## src/rtl/host_output_schedule_pkg.sv

```systemverilog
// Shared descriptor layout and scheduler state encodings for the host output scheduler.
// Descriptor = {inport[3:0], bufid[8:0]}; inport 4'hf marks a discard (free-only) descriptor.
package host_output_schedule_pkg;

  localparam int DESC_W     = 13;
  localparam int INPORT_MSB = 12;
  localparam int INPORT_LSB = 9;
  localparam int BUFID_MSB  = 8;
  localparam int BUFID_LSB  = 0;

  localparam logic [3:0] DISCARD_INPORT = 4'hf;

  typedef enum logic [2:0] {
    IDLE        = 3'd0,
    ISSUE       = 3'd1,
    WAIT_READ_S = 3'd2,
    WAIT_FREE_S = 3'd3,
    GUARD_S     = 3'd4
  } hos_state_e;

  function automatic logic is_discard(input logic [DESC_W-1:0] desc);
    return desc[INPORT_MSB:INPORT_LSB] == DISCARD_INPORT;
  endfunction

endpackage

```

## src/rtl/host_output_schedule_fifo.sv

```systemverilog
// Show-ahead descriptor FIFO: head_o is valid whenever empty_o is low, no read latency.
// A push while full is accepted only if a pop happens in the same cycle; otherwise ignored.
module host_descriptor_fifo #(
  parameter int AW = 4,
  parameter int DW = 13
) (
  input  logic          i_clk,
  input  logic          i_rst_n,
  input  logic          push_i,
  input  logic [DW-1:0] push_dat_i,
  input  logic          pop_i,
  output logic [DW-1:0] head_o,
  output logic          full_o,
  output logic          empty_o,
  output logic [AW:0]   usedw_o
);

  localparam int DEPTH = 1 << AW;

  logic [DW-1:0] mem_q [DEPTH];
  logic [AW-1:0] wr_ptr_q, rd_ptr_q;
  logic [AW:0]   cnt_q;
  logic          push_ok, pop_ok;

  assign full_o  = (cnt_q == (AW+1)'(DEPTH));
  assign empty_o = (cnt_q == '0);
  assign usedw_o = cnt_q;
  assign head_o  = mem_q[rd_ptr_q];

  assign pop_ok  = pop_i && !empty_o;
  assign push_ok = push_i && (!full_o || pop_ok);

  always_ff @(posedge i_clk) begin
    if (push_ok) mem_q[wr_ptr_q] <= push_dat_i;
  end

  always_ff @(posedge i_clk or negedge i_rst_n) begin
    if (!i_rst_n) begin
      wr_ptr_q <= '0;
      rd_ptr_q <= '0;
      cnt_q    <= '0;
    end else begin
      if (push_ok) wr_ptr_q <= wr_ptr_q + 1'b1;
      if (pop_ok)  rd_ptr_q <= rd_ptr_q + 1'b1;
      case ({push_ok, pop_ok})
        2'b10:   cnt_q <= cnt_q + 1'b1;
        2'b01:   cnt_q <= cnt_q - 1'b1;
        default: cnt_q <= cnt_q;
      endcase
    end
  end

endmodule

```

## src/rtl/host_output_schedule.sv

```systemverilog
// Host output scheduler: queues descriptors and issues one at a time, waiting for read/free completion.
// Issue 2 cycles after a push into an empty, idle scheduler; descriptors written while full (no pop) are dropped.
module host_output_schedule
  import host_output_schedule_pkg::*;
#(
  parameter int FIFO_AW        = 4,
  parameter int GUARD_CYCLES   = 2,
  parameter int TIMEOUT_CYCLES = 4095
) (
  input  logic              i_clk,
  input  logic              i_rst_n,
  input  logic [DESC_W-1:0] iv_pkt_descriptor,
  input  logic              i_pkt_descriptor_wr,
  output logic [DESC_W-1:0] ov_pkt_descriptor,
  output logic              o_pkt_descriptor_wr,
  input  logic              i_pkt_descriptor_ready,
  input  logic              i_pkt_last_cycle_rx,
  output logic [FIFO_AW:0]  ov_fifo_usedw,
  output logic              o_fifo_full,
  output logic              o_overflow_pulse,
  output logic [15:0]       ov_overflow_cnt,
  output logic [15:0]       ov_timeout_cnt,
  output logic [2:0]        hos_state
);

  localparam int CNT_MAX = (TIMEOUT_CYCLES > GUARD_CYCLES) ? TIMEOUT_CYCLES : GUARD_CYCLES;
  localparam int CNT_W   = $clog2(CNT_MAX + 1);
  localparam logic [CNT_W-1:0] TO_LAST    = CNT_W'(TIMEOUT_CYCLES - 1);
  localparam logic [CNT_W-1:0] GUARD_LAST = CNT_W'((GUARD_CYCLES > 0) ? GUARD_CYCLES - 1 : 0);

  hos_state_e        state_q, state_d;
  logic [CNT_W-1:0]  cnt_q, cnt_d;
  logic [DESC_W-1:0] desc_q, desc_d;
  logic              idle_q;
  logic              ovf_pulse_q;
  logic [15:0]       ovf_cnt_q, to_cnt_q;

  logic [DESC_W-1:0] fifo_head;
  logic              fifo_full, fifo_empty;
  logic              pop, timeout, drop;

  host_descriptor_fifo #(.AW(FIFO_AW), .DW(DESC_W)) u_fifo (
    .i_clk      (i_clk),
    .i_rst_n    (i_rst_n),
    .push_i     (i_pkt_descriptor_wr),
    .push_dat_i (iv_pkt_descriptor),
    .pop_i      (pop),
    .head_o     (fifo_head),
    .full_o     (fifo_full),
    .empty_o    (fifo_empty),
    .usedw_o    (ov_fifo_usedw)
  );

  assign drop = i_pkt_descriptor_wr && fifo_full && !pop;

  // IDLE only pops once it has been idle for a full cycle, giving read control a settle cycle after completion.
  always_comb begin
    state_d = state_q;
    cnt_d   = cnt_q;
    desc_d  = desc_q;
    pop     = 1'b0;
    timeout = 1'b0;
    case (state_q)
      IDLE: begin
        if (!fifo_empty && idle_q) begin
          pop     = 1'b1;
          desc_d  = fifo_head;
          state_d = ISSUE;
        end
      end
      ISSUE: begin
        cnt_d   = '0;
        state_d = is_discard(desc_q) ? WAIT_FREE_S : WAIT_READ_S;
      end
      WAIT_READ_S: begin
        if (i_pkt_last_cycle_rx) begin
          cnt_d   = '0;
          state_d = GUARD_S;
        end else if (cnt_q == TO_LAST) begin
          timeout = 1'b1;
          state_d = IDLE;
        end else begin
          cnt_d = cnt_q + 1'b1;
        end
      end
      WAIT_FREE_S: begin
        if (i_pkt_descriptor_ready) begin
          state_d = IDLE;
        end else if (cnt_q == TO_LAST) begin
          timeout = 1'b1;
          state_d = IDLE;
        end else begin
          cnt_d = cnt_q + 1'b1;
        end
      end
      GUARD_S: begin
        if (cnt_q >= GUARD_LAST) state_d = IDLE;
        else                     cnt_d   = cnt_q + 1'b1;
      end
      default: state_d = IDLE;
    endcase
  end

  always_ff @(posedge i_clk or negedge i_rst_n) begin
    if (!i_rst_n) begin
      state_q     <= IDLE;
      cnt_q       <= '0;
      desc_q      <= '0;
      idle_q      <= 1'b0;
      ovf_pulse_q <= 1'b0;
      ovf_cnt_q   <= '0;
      to_cnt_q    <= '0;
    end else begin
      state_q     <= state_d;
      cnt_q       <= cnt_d;
      desc_q      <= desc_d;
      idle_q      <= (state_q == IDLE);
      ovf_pulse_q <= drop;
      if (drop && ovf_cnt_q != 16'hffff)   ovf_cnt_q <= ovf_cnt_q + 16'd1;
      if (timeout && to_cnt_q != 16'hffff) to_cnt_q  <= to_cnt_q + 16'd1;
    end
  end

  assign ov_pkt_descriptor   = desc_q;
  assign o_pkt_descriptor_wr = (state_q == ISSUE);
  assign o_fifo_full         = fifo_full;
  assign o_overflow_pulse    = ovf_pulse_q;
  assign ov_overflow_cnt     = ovf_cnt_q;
  assign ov_timeout_cnt      = to_cnt_q;
  assign hos_state           = state_q;

endmodule
```

## config.mk

```make
export PLATFORM = sky130hd
export DESIGN_NAME = host_output_schedule
export DESIGN_NICKNAME = d
export VERILOG_FILES = /design/src/rtl/host_output_schedule_pkg.sv /design/src/rtl/host_output_schedule_fifo.sv /design/src/rtl/host_output_schedule.sv
export SDC_FILE = /design/constraint.sdc
export NUM_CORES = 1
export LEC_CHECK = 0
export BUFFER_PORTS_ARGS = -buffer_cell sky130_fd_sc_hd__buf_2
export CORE_MARGIN = 3
export CORE_UTILIZATION = 60
export DETAILED_ROUTE_END_ITERATION = 8
export PLACE_DENSITY = 0.79
export SYNTH_ARGS = -nofsm -noshare
export SYNTH_HDL_FRONTEND = slang
export SYNTH_SLANG_ARGS = --single-unit
export TNS_END_PERCENT = 30
```

## constraint.sdc

```tcl
create_clock -name i_clk -period 3.15 [get_ports i_clk]
set_input_delay 0.945 -clock i_clk [delete_from_list [all_inputs] [get_ports i_clk]]
set_output_delay 0.945 -clock i_clk [all_outputs]
set_load 0.005 [all_outputs]
```

== Yosys cells after proc, flatten, opt, wreduce, memory -nomap -nowiden ==
Memory sizes are Yosys's and may differ from the RTL's. A register that Yosys moved wholly into a read port is not among the register bits.
Index checks and enable logic that the tools add are counted.

* RAM bits: 208
* Memories kept: 1
* Word-level logic and storage cells: 73
* Input port bits: 18
* Output and inout port bits: 56
* Register bits after elaboration: 62

* Equal/unequal tests: 15
* $add $sub $neg: 7
* Muxes and demuxes: 21
* $lt $le $gt $ge: 1
* Reductions and logical operators: 19

{| class="wikitable"
|+ Memories
! memory !! depth !! width !! read ports !! clocked after memory_dff !! wr ports !! line !! text
|-
| u_fifo.mem_q || 16 || 13 || 1 || 1 || 1 || host_output_schedule_fifo.sv:20 || <nowiki>logic [DW-1:0] mem_q [DEPTH];</nowiki>
|}

{| class="wikitable"
|+ Operator list
! kind !! count
|-
| 12-bit two-way mux || 4
|-
| 12-bit case mux with 4 select lines || 1
|-
| 16-bit by 1-bit adder with 16-bit output, second input constant || 2
|-
| 16-bit != test, second input constant || 2
|-
| 3-bit two-way mux || 5
|-
| 3-bit case mux with 5 select lines || 1
|-
| 12-bit by 1-bit adder with 12-bit output, second input constant || 1
|-
| 12-bit == test, second input constant || 1
|-
| 12-bit by 1-bit greater-or-equal comparator with 1-bit output, second input constant || 1
|-
| 5-bit case mux with 2 select lines || 1
|-
| 4-bit by 1-bit adder with 4-bit output, second input constant || 2
|-
| 1-bit two-way mux || 8
|-
| 2-bit != test, second input constant || 4
|-
| 1-bit logical AND || 7
|-
| 3-bit by 2-bit == test with 1-bit output, second input constant || 2
|-
| 5-bit by 1-bit adder with 5-bit output, second input constant || 1
|-
| 5-bit == test, second input constant || 1
|-
| 5-bit logical NOT || 1
|-
| 5-bit by 1-bit subtractor with 5-bit output, second input constant || 1
|-
| 4-bit == test, second input constant || 1
|-
| 1-bit logical NOT || 4
|-
| 2-bit AND reduction || 2
|-
| 4-bit nonzero test || 1
|-
| 3-bit by 1-bit == test with 1-bit output, second input constant || 1
|-
| other kinds (8) || 8
|}

== Longest topological paths before layout ==
* Depth in word-level cells: 10
* Depth in mapped cells: 9
* Mapped depth without buffers: 8

== By module ==
From an unflattened synthesis, not the netlist that was laid out.

* Cell total of the unflattened synthesis: 741
* Area total of the unflattened synthesis: 11873.9 um2

{| class="wikitable"
|+ By module, submodules not included
! module !! area an instance (um2) !! times used !! seq. area each (um2) !! cells an instance
|-
| host_descriptor_fifo || 8748.4 || 1 || 6571.3 || 421
|-
| host_output_schedule || 3125.5 || 1 || 1551.5 || 320
|}

== Least setup slack after synthesis ==
Ideal clock, no wire load.

* Path kind: reg2reg
* Start: register state_q[2] (netlist: hos_state[2])
* End: memory u_fifo.mem_q[3][0] (enable)
* Cell stages (with the launch flop): 7
* Setup time: 0.400 ns
* Data required time: 2.750 ns
* Clock period less this slack: 2.808 ns
* Arrival time: 2.408 ns
* Buffers on the path: 2
* Setup slack: 0.342 ns
* Path through: dfrtp_1 -> buf_2 -> nor4b_4 -> o21a_1 -> clkbuf_1 -> nand2_1 -> nor3_1

* Word-level cells in the longest chain between the ends: 7

{| class="wikitable"
|+ RTL lines
! item !! line !! text
|-
| start, declared || host_output_schedule.sv:31 || <nowiki>hos_state_e state_q, state_d;</nowiki>
|-
| start signal, assigned || host_output_schedule.sv:114 || <nowiki>state_q <= state_d;</nowiki>
|-
| 3-bit logical NOT || host_output_schedule.sv:63 || <nowiki>case (state_q)</nowiki>
|-
| 1-bit two-way mux || host_output_schedule.sv:63 ||
|-
| 1-bit logical AND || host_output_schedule_fifo.sv:30 || <nowiki>assign pop_ok = pop_i && !empty_o;</nowiki>
|-
| 1-bit logical OR || host_output_schedule_fifo.sv:31 || <nowiki>assign push_ok = push_i && (!full_o || pop_ok);</nowiki>
|-
| 1-bit logical AND || host_output_schedule_fifo.sv:31 ||
|-
| 1-bit two-way mux || host_output_schedule_fifo.sv:34 || <nowiki>if (push_ok) mem_q[wr_ptr_q] <= push_dat_i;</nowiki>
|-
| 1-bit two-way mux (not written as such) || host_output_schedule_fifo.sv:34 ||
|-
| end, declared || host_output_schedule_fifo.sv:20 ||
|}

Every way passes these cells.

== Final worst setup path ==
* Start: register u_fifo.cnt_q[2] (netlist: u_fifo.usedw_o[2])
* End: output o_fifo_full

* Word-level cells in the longest chain between the ends: 1

{| class="wikitable"
|+ RTL lines
! item !! line !! text
|-
| start, declared || host_output_schedule_fifo.sv:22 || <nowiki>logic [AW:0] cnt_q;</nowiki>
|-
| start signal, assigned || host_output_schedule_fifo.sv:46 || <nowiki>2'b10: cnt_q <= cnt_q + 1'b1;</nowiki>
|-
| start signal, assigned || host_output_schedule_fifo.sv:47 || <nowiki>2'b01: cnt_q <= cnt_q - 1'b1;</nowiki>
|-
| start signal, assigned || host_output_schedule_fifo.sv:48 || <nowiki>default: cnt_q <= cnt_q;</nowiki>
|-
| 5-bit == test || host_output_schedule_fifo.sv:25 || <nowiki>assign full_o = (cnt_q == (AW+1)'(DEPTH));</nowiki>
|-
| end, declared || host_output_schedule.sv:19 || <nowiki>output logic o_fifo_full,</nowiki>
|}

Every way passes these cells.

==> reports/summary.txt <==
DR pass1 iterations: 5
Final Power: 0.01108 W
simple-gate share of the synthesized area: 0.07931
area taken by multi-input logic gates: 3372 µm²
largest family of logic cells by synthesized area: multiplexers
Max Buffers Root-to-Sink: 3
vias per inst: 6.233
complex-gate fraction of the synthesized area: 0.04767
Worst Path Buf+Inv: 2
CP top delay family: simple AND/OR/NAND/NOR gates
Post-synth top flop: edfxtp_1
crit-path cells: nor4_1, nand2_1, inv_1, buf_2
die area: 21,220 µm²
hold-fix buffers at CTS: 0
clock root cell: clkbuf_16
RD Place Congestion: 0.9182
CP Launch Type: flip-flop
Max VDD drop: 0.0007219 V
largest net degree at the start of global routing: 38
TritonCTS clock tree: done
DP Area: 12,450 µm²
power per cell area: 833.9 nW/µm²
port buffer count: 73
# H-tree levels: 1
final worst-path cycle share: 0.8759
EDFF count, synth: 208
CP peak stage delay: 0.47 ns
Max Cap Viol: 0
critical path arrival: 1.81 ns
fin worst setup slack: 0.3908 ns
Least-Margin Pin Slew: 1.063 ns
global route overflow: 0
CORE AREA: 18,960 µm²
fin area: 13,290 µm²
WS Path Type: flip-flop to output pin
CP required: 2.20 ns
initial DRC count: 507
per-cell routed wire length: 22.91 µm
Final setup viols: 0
starting density of the core: 0.6176
CP endpoint kind: output pin
Crit-path slowest cell: dfrtp_1
status: finished, final reports clean
Async SR Flop Fraction: 0.2650
post-synthesis xor/xnor area fraction: 0.02918
number of core rows: 50
final net count: 827
Critical Path Fanout Max: 8
RSZ-0062 raised after global routing: no
Via Count: 6,719
DP HPWL: 15,540 µm
number of I/O pins: 74
GRT Total Usage: 0.2358
setup TNS: 0 ns
Cells after Synth: 708
Avg Inst Size Synth: 16.53 µm²
FF/Latch Area: 8128 µm²
Post-Syn Area: 11,710 µm²
FF+latch count, synth: 283
Sink Count: 283
Slew HR: 0.2913
Die Y: 145.7 µm
Die W: 145.7 µm
drt total wl: 24,690 µm
vias in the first global route: 6,930
Clock Skews: 0.01427 ns
share of layout cells above drive strength 1: 0.2812
CTS clk-pin slew, worst paths: 0.06 ns
fill count: 1,196
multiplexer area fraction after synthesis: 0.1174
Worst-Skew Late Latency: 0.53 ns
Netlist cell types: 59
drt drc: 0
Num CTS Buffers: 27
CTS resizes: 0
number of inserted diodes: 0
sequential element share of the synthesized area: 0.6939
post-synthesis adder-cell area fraction: 0.01283
HP Class: input pin to asynchronous set/reset pin
Ys Warns: 0
initial antenna violation count: 0
global-route wire length before repair: 39,320 µm
fmax: 362.4 MHz
Area Growth Syn to Fin: 13.55%
Final Core Density: 0.7013
Post-DRT Antenna Nets: 0
final hold violations: 0
Final Max Slew Viols: 0
Setup Fix Bufs, Post-CTS: 0
fin crit period: 2.759 ns
Setup WS pre-CTS: 0.5350 ns
Mapped Nets: 738
leak pwr: 4.913 nW
-- through the flow --
step | hold slack [ns] | cells
6_report | 0.3745 | 1078
5_1_grt | 0.4036 | 1078
4_1_cts | 0.3702 | 1078
3_5_place_dp | 0.4790 | 1028
3_3_place_gp | 0.4759 | 1028
2_1_floorplan | 0.4840 | 708
-- layer usage --
metal	global-route usage	routed length [µm]	up-vias
li1	-	-	2956
met1	0.3242	9707	3419
met2	0.4003	12650	289
met3	0.03332	1567	55
met4	0.07028	771	0
met5	0	0	-
-- registers in the layout, summed over array words and instances, names as in the netlist --
signal             flops
idle_q                 1
ov_overflow_cnt       16
ov_timeout_cnt        16
ov_pkt_descriptor     13
hos_state              3
u_fifo.mem_q         208
u_fifo.wr_ptr_q        4
u_fifo.rd_ptr_q        4
cnt_q                 12
o_overflow_pulse       1
u_fifo.usedw_o         5
-- worst paths after layout --
check	startpoint	end	slack, ns	cells past startpoint
worst max register to register	u_fifo.usedw_o[2]	u_fifo.usedw_o[4]	0.51	8
min in group i_clk	ov_overflow_cnt[10]	ov_overflow_cnt[10]	0.48	1
worst min-delay path	i_rst_n	hos_state[2]	0.37	1
worst min register to register	ov_overflow_cnt[10]	ov_overflow_cnt[10]	0.48	1
worst max-delay path	u_fifo.usedw_o[2]	o_fifo_full	0.39	4
max in group asynchronous	i_rst_n	ov_overflow_cnt[4]	2.10	2
-- where the power goes --
| group | leakage (nW) | switching (W) | internal [W] | total [W] |
|---|---|---|---|---|
| Clock | 0.406 | 0.00131 | 0.00177 | 0.00308 |
| Combinational | 1.66 | 0.00153 | 0.00140 | 0.00293 |
| Sequential | 2.84 | 0.000567 | 0.00451 | 0.00508 |
| Total | 4.91 | 0.00341 | 0.00767 | 0.0111 |
-- final cells by class --
| cell class | count | area share |
|---|---|---|
| clock inverters | 15 | 0.009789 |
| clock buffers | 35 | 0.05384 |
| well taps | 260 | 0.02447 |
| inverters | 11 | 0.003106 |
| flip-flops and latches | 283 | 0.6114 |
| multi-input cells | 376 | 0.2537 |
| repair buffers | 98 | 0.04367 |
-- layout by cell type (no fill, tap or decap), types with 9 or more instances in the layout --
cell type	instances
o22ai_1	26
buf_4	24
a31oi_1	9
nor2_1	39
xnor2_1	18
xor2_1	21
nor4_1	12
nand4_1	14
buf_2	72
mux4_2	52
dfrtp_1	73
nand3_1	15
mux2_2	18
ha_1	12
inv_1	11
nand2_1	40
a21oi_1	19
clkbuf_16	27
edfxtp_1	208
-- cells in the mapped netlist (3+ instances only) --
cell | instances | share of area
or3_1 | 4 | 0.0021
nand4_1 | 14 | 0.0075
buf_4 | 3 | 0.0019
mux2_2 | 18 | 0.017
buf_2 | 10 | 0.0043
mux4_2 | 52 | 0.10
a21oi_1 | 19 | 0.0081
a31oi_1 | 9 | 0.0048
nand2b_1 | 8 | 0.0043
ha_1 | 12 | 0.013
xor2_1 | 21 | 0.016
dfrtp_1 | 75 | 0.16
nor2_1 | 39 | 0.013
clkbuf_1 | 19 | 0.0061
o21ai_0 | 3 | 0.0013
a21o_1 | 3 | 0.0019
nand3_1 | 15 | 0.0064
nand2_1 | 40 | 0.013
edfxtp_1 | 208 | 0.53
inv_1 | 11 | 0.0035
nor3_1 | 10 | 0.0043
buf_6 | 3 | 0.0029
and3_1 | 7 | 0.0037
nor4_1 | 12 | 0.0064
o22a_1 | 6 | 0.0045
xnor2_1 | 18 | 0.013
or2_2 | 3 | 0.0016
and4_1 | 4 | 0.0030
o22ai_1 | 26 | 0.014
-- logic make-up after synthesis --
logic type / count (synthesis)
multiplexers: 70
AND/OR/NAND/NOR: 173
XOR/XNOR: 39
adder cells (fa/ha/maj): 12
flip-flops: 283
AO/OA/AOI/OAI: 82
buffers and inverters: 49
Power figures use the tool's default switching activity.
